File: config.mk
export PLATFORM = sky130hd
export DESIGN_NAME = bot_update_sync
export DESIGN_NICKNAME = d
export VERILOG_FILES = /design/src/rtl/bot_update_sync.sv
export SDC_FILE = /design/constraint.sdc
export NUM_CORES = 1
export LEC_CHECK = 0
export ABC_CLOCK_PERIOD_IN_PS = 2500
export BUFFER_PORTS_ARGS = -buffer_cell sky130_fd_sc_hd__buf_4
export CORE_MARGIN = 4
export CORE_UTILIZATION = 34
export CTS_BUF_LIST = sky130_fd_sc_hd__clkbuf_4 sky130_fd_sc_hd__clkbuf_8
export DETAILED_ROUTE_END_ITERATION = 7
export SLEW_MARGIN = 0
export SYNTH_ARGS = -nofsm -noshare
export SYNTH_HDL_FRONTEND = slang
export SYNTH_SLANG_ARGS = --single-unit
export TNS_END_PERCENT = 50
File: constraint.sdc
create_clock -name clk -period 2.5 [get_ports clk]
set_input_delay 0.125 -clock clk [delete_from_list [all_inputs] [get_ports clk]]
set_output_delay 0.125 -clock clk [all_outputs]
set_load 0.01 [all_outputs]
File: src/rtl/bot_update_sync.sv
// ---------------------------------------------------------------------------
// bot_update_sync
//
// Handshake stage between the rojobot register block and the core's GPIO
// interrupt inputs. Each rising edge of the rojobot update strobe captures a
// coherent 32-bit snapshot {locx, locy, sensors, botinfo} and raises a sticky
// update request that holds until the core acknowledges. One further update
// can wait behind the one being serviced; anything beyond that is dropped and
// (optionally) counted.
//
// States:
//   state  | meaning
//   -------+-------------------------------------------------------------
//   IDLE   | no update pending, o_upd_sync low
//   PEND   | snapshot held, o_upd_sync high, waiting for core acknowledge
//   GAP    | one-cycle low gap after an ack so the core sees a falling edge
//
// Parameters:
//   ACK_SYNC_STAGES  synchronizer depth for i_int_ack (legal 2..4)
//
// Ports:
//   clk            rojobot clock, all logic on rising edge
//   rstn           asynchronous active-low reset
//   i_upd_sysregs  update strobe (rising edge counts)
//   i_locx/i_locy/i_sensors/i_botinfo  live rojobot registers, 8 bits each
//   i_int_ack      core acknowledge, asynchronous level (rising edge counts)
//   i_clr_overrun  synchronous clear of the overrun counter
//   o_upd_sync     update pending / interrupt request
//   o_botinfo      captured snapshot {locx, locy, sensors, botinfo}
//   o_queued       one more update waiting behind the current one
//   o_overrun_cnt  saturating count of dropped updates
//
// Build option:
//   BOTUPD_OVERRUN_CNT_EN  when defined, implements the overrun counter and
//                          i_clr_overrun; otherwise o_overrun_cnt reads 0.
// ---------------------------------------------------------------------------
module bot_update_sync #(
    parameter int ACK_SYNC_STAGES = 2
) (
    input  logic        clk,
    input  logic        rstn,
    input  logic        i_upd_sysregs,
    input  logic [7:0]  i_locx,
    input  logic [7:0]  i_locy,
    input  logic [7:0]  i_sensors,
    input  logic [7:0]  i_botinfo,
    input  logic        i_int_ack,
    input  logic        i_clr_overrun,
    output logic        o_upd_sync,
    output logic [31:0] o_botinfo,
    output logic        o_queued,
    output logic [7:0]  o_overrun_cnt
);

    typedef enum logic [1:0] {
        S_IDLE = 2'd0,
        S_PEND = 2'd1,
        S_GAP  = 2'd2
    } state_t;

    state_t                     r_state;
    state_t                     w_state_nxt;

    logic                       r_upd_d;
    logic [ACK_SYNC_STAGES-1:0] r_ack_sync;
    logic                       r_ack_d;
    logic                       r_upd_sync;
    logic                       r_queued;
    logic [31:0]                r_botinfo;

    logic                       w_upd_rise;
    logic                       w_ack_rise;
    logic                       w_upd_sync_nxt;
    logic                       w_queued_nxt;
    logic                       w_capture;
    logic                       w_ovr_inc;
    logic [31:0]                w_live;

    assign w_live     = {i_locx, i_locy, i_sensors, i_botinfo};
    assign w_upd_rise = i_upd_sysregs & ~r_upd_d;
    assign w_ack_rise = r_ack_sync[ACK_SYNC_STAGES-1] & ~r_ack_d;

    always_ff @(posedge clk or negedge rstn) begin
        if (!rstn) begin
            r_state    <= S_IDLE;
            r_upd_d    <= 1'b0;
            r_ack_sync <= '0;
            r_ack_d    <= 1'b0;
            r_upd_sync <= 1'b0;
            r_queued   <= 1'b0;
            r_botinfo  <= 32'h0;
        end else begin
            r_state    <= w_state_nxt;
            r_upd_d    <= i_upd_sysregs;
            r_ack_sync <= {r_ack_sync[ACK_SYNC_STAGES-2:0], i_int_ack};
            r_ack_d    <= r_ack_sync[ACK_SYNC_STAGES-1];
            r_upd_sync <= w_upd_sync_nxt;
            r_queued   <= w_queued_nxt;
            // Whole-word load only, so the core never sees a mixed snapshot.
            if (w_capture) begin
                r_botinfo <= w_live;
            end
        end
    end

    always_comb begin
        w_state_nxt    = r_state;
        w_upd_sync_nxt = r_upd_sync;
        w_queued_nxt   = r_queued;
        w_capture      = 1'b0;
        w_ovr_inc      = 1'b0;
        case (r_state)
            S_IDLE: begin
                w_upd_sync_nxt = 1'b0;
                w_queued_nxt   = 1'b0;
                if (w_upd_rise) begin
                    w_capture      = 1'b1;
                    w_upd_sync_nxt = 1'b1;
                    w_state_nxt    = S_PEND;
                end
            end
            S_PEND: begin
                w_upd_sync_nxt = 1'b1;
                // Queue/overrun accounting applies even when the ack lands
                // in the same cycle.
                if (w_upd_rise) begin
                    if (r_queued) begin
                        w_ovr_inc = 1'b1;
                    end else begin
                        w_queued_nxt = 1'b1;
                    end
                end
                if (w_ack_rise) begin
                    w_upd_sync_nxt = 1'b0;
                    w_state_nxt    = S_GAP;
                end
            end
            S_GAP: begin
                w_upd_sync_nxt = 1'b0;
                // Recapture uses the registers as they are now, not as they
                // were when the update was queued.
                if (r_queued || w_upd_rise) begin
                    w_capture      = 1'b1;
                    w_queued_nxt   = 1'b0;
                    w_upd_sync_nxt = 1'b1;
                    w_state_nxt    = S_PEND;
                end else begin
                    w_state_nxt = S_IDLE;
                end
            end
            default: begin
                w_upd_sync_nxt = 1'b0;
                w_queued_nxt   = 1'b0;
                w_state_nxt    = S_IDLE;
            end
        endcase
    end

`ifdef BOTUPD_OVERRUN_CNT_EN
    logic [7:0] r_ovr_cnt;

    // Clear wins over a same-cycle increment.
    always_ff @(posedge clk or negedge rstn) begin
        if (!rstn) begin
            r_ovr_cnt <= 8'h00;
        end else if (i_clr_overrun) begin
            r_ovr_cnt <= 8'h00;
        end else if (w_ovr_inc && (r_ovr_cnt != 8'hFF)) begin
            r_ovr_cnt <= r_ovr_cnt + 8'd1;
        end
    end

    assign o_overrun_cnt = r_ovr_cnt;
`else
    logic w_unused_ovr;

    assign w_unused_ovr  = i_clr_overrun | w_ovr_inc;
    assign o_overrun_cnt = 8'h00;
`endif

    assign o_upd_sync = r_upd_sync;
    assign o_botinfo  = r_botinfo;
    assign o_queued   = r_queued;

endmodule

==> impl_results.md <==
- Met3 usage: 6.008%
- Total negative slack: 0 ns
- FFs w/ async S/R, synth: 100.0%
- CP endpoint: o_botinfo[1]$_DFFE_PN0P_
- Minimum clock period: 1.631 ns
- Critical R2R Launch: r_upd_d$_DFF_PN0_
- Clk root buf: clkbuf_8
- Initial antenna violation count: 0
- Final nets: 207
- Pwr Total: 2.220 mW
- Period Utilization, post-route: 65.25%
- Ant. Diodes: 0
- First-pass GRT wire length: 4.885 mm
- Post-route ant nets: 0
- Total CTS buffers: 5
- Power per Cell Area: 1003 nW/um^2
- Buf/Inv on CP: 3
- Top post-synthesis cells by area: dfrtp_1 (65%), mux2_2 (23%), buf_4 (3.9%), buf_6 (2.2%), a21oi_4 (1.1%)
- Port Buf Inserts: 69
- Worst Reg-to-Reg Cells: 4
- WP depth: 6
- Largest net degree at the start of global routing: 41
- Via total after detailed routing: 999
- Mapped Area: 1536 sq um
- Global route hottest layer: met2
- Vias/cell: 4.480
- Final wirelength: 3.154 mm
- H-tree depth: 2
- Avg WL per Cell: 14.14 um
- Crit. Startpoint: i_upd_sysregs
- CTS Buffer Depth: 2
- DRC Markers: 0
- Worst Skew: 0.004125 ns
- Count leader, synth: dfrtp_1
- Max_cap viols: 0
- CP required: 2.67 ns
- Vias in the first global route: 1024
- Largest area contributor in the netlist: dfrtp_1
- WP data arrival: 1.80 ns
- DIE AREA: 5659 sq um
- Post-synth EDFFs: 0
- Status: complete, no violations
- Synth warnings: 0
- Worst skew pair latency: 0.28 ns
- Reg2reg setup slack: 0.89 ns
- Slew Viols, Final: 0
- Top FF cell, synth: dfrtp_1
- Num Clock Sinks: 40
- Critical R2R Capture: o_botinfo[1]$_DFFE_PN0P_
- Crit path kind: primary input to flop
- Placer Congestion: 0.6615
- GRT Total Usage: 11.75%
- Site row count: 24
- Final setup viols: 0
- Yosys top cell area share: 65.15%
- Initial DRC count: 23
- CP startpoint kind: primary input
- GR Util met1: 12.73%
- Fmax achieved: 613.1 MHz
- Post_cts resized: 0
- Final Hold Vio Count: 0
- IO Pins: 79
- Die height: 75.23 um
- Yosys reg bits: 40
- Placed wire-length estimate: 2.409 mm
- Crit-path cells: dlygate4sd3_1 > buf_4 > nand2b_4 > a21oi_4 > buf_12 > mux2_2
- Cell count after synthesis: 94
- Commonest cells in the netlist: dfrtp_1 (40), mux2_2 (32), buf_4 (8)
- Critical Path End Type: flop
- Critical path's slowest cell: dlygate4sd3_1
- Hold_buf cts: 3
- Post-synth cell types: 14
- Sequential area share after synthesis: 65.15%
- Drt pass-1 iters: 2
- P_leak: 1.046 nW
- RSZ-0062 raised after global routing: false
- VDD IR-drop max: 0.4739 mV
- GR Layer Usage met2: 19.83%
- Hold Crit Class: primary input to flop
- CP top delay family: buffers and inverters
- Layout cells sized above 1: 65.50%
- CTS tree: done
- Reg clk slew, reported paths: 0.08 ns
- GRT overflow: 0
- Crit-path max cell delay: 0.53 ns
- Core Region: 4354 sq um
- Starting density of the core: 35.29%
- Layout area overhead: 44.06%
- Post-CTS Setup Bufs: 0
- Die W: 75.23 um
- Avg Inst Size Synth: 16.35 sq um
- Max FO, Critical Path: 24
metrics by stage:
stage | cell area, sq um | hold slack, ns | utilization (%) | worst slack [ns] | std cells
floorplan | 1563 | -0.1706 | - | 1.135 | 101
CTS | 2213 | 0.04759 | 50.83 | 0.8522 | 223
detailed placement | 2072 | 0.1308 | 47.59 | 0.8783 | 212
finish | 2213 | 0.06638 | 50.83 | 0.8688 | 223
global placement | 2072 | 0.1193 | 47.59 | 0.9530 | 212
global route | 2213 | 0.04676 | 50.83 | 0.7984 | 223
kinds of logic after synthesis:
group	count (synthesis)	share of synthesized area, %
AO/OA/AOI/OAI	4	2.361
buffers and inverters	12	6.352
flip-flops	40	65.15
multiplexers	32	23.45
other	1	0.2441
AND/OR/NAND/NOR	5	2.443
layer usage:
metal  part of all wire, %  up-vias
met2                    50       49
met1                    36      485
met4                   1.2        0
li1                      -      460
met3                    12        5
met5                     0        -
layout by cell type (no fill, tap or decap), drive strengths merged:
| master | Yosys | final |
|---|---|---|
| a21oi | 2 | 2 |
| buf | 11 | 70 |
| bufinv | 0 | 1 |
| clkbuf | 0 | 5 |
| clkinv | 0 | 1 |
| clkinvlp | 0 | 1 |
| conb | 1 | 8 |
| dfrtp | 40 | 40 |
| dlygate4sd3 | 0 | 3 |
| inv | 1 | 1 |
| mux2 | 32 | 32 |
| nand2 | 1 | 1 |
| nand2b | 2 | 2 |
| nor2b | 1 | 1 |
| nor3b | 1 | 1 |
| o21bai | 2 | 2 |
flip-flops by register name, indices dropped and copies added (netlist names):
register,count
r_upd_d,1
o_botinfo,32
r_state,2
r_ack_sync,2
r_ack_d,1
o_upd_sync,1
o_queued,1
how the worst min path moves through the flow:
stage	depth (start not counted)	startpoint	end	slack, ns
floorplan	0	rstn	o_botinfo[0]$_DFFE_PN0P_	-0.17
global placement	1	rstn	o_botinfo[29]$_DFFE_PN0P_	0.12
detailed placement	1	rstn	o_botinfo[29]$_DFFE_PN0P_	0.13
CTS	2	i_botinfo[7]	o_botinfo[7]$_DFFE_PN0P_	0.05
global route	2	i_botinfo[7]	o_botinfo[7]$_DFFE_PN0P_	0.05
finish	2	i_sensors[4]	o_botinfo[12]$_DFFE_PN0P_	0.07
worst reg2reg max path: cells and delay by family (launching register included):
kind	cells	cell delay [ns]
AOI/OAI and AO/OA	1	0.37
buffers and inverters	1	0.24
DFF	1	0.38
muxes	1	0.36
and+or+nand+nor	1	0.15
cell type report:
class / count / area, sq um
clock buffer: 5 / 68.82
fill: 391 / 2141
timing repair buffer: 73 / 568.0
tap: 52 / 65.06
clock inverter: 3 / 42.54
sequential: 40 / 1001
inverter: 1 / 3.754
multi-input combinational: 49 / 464.2
power breakdown:
part           leakage, nW  switching, mW  internal, mW
clock               0.0541          0.215         0.295
combinational        0.521          0.291         0.450
sequential           0.471          0.110         0.858
total                 1.05          0.617          1.60
No activity file was read; power rests on OpenSTA's default activity.
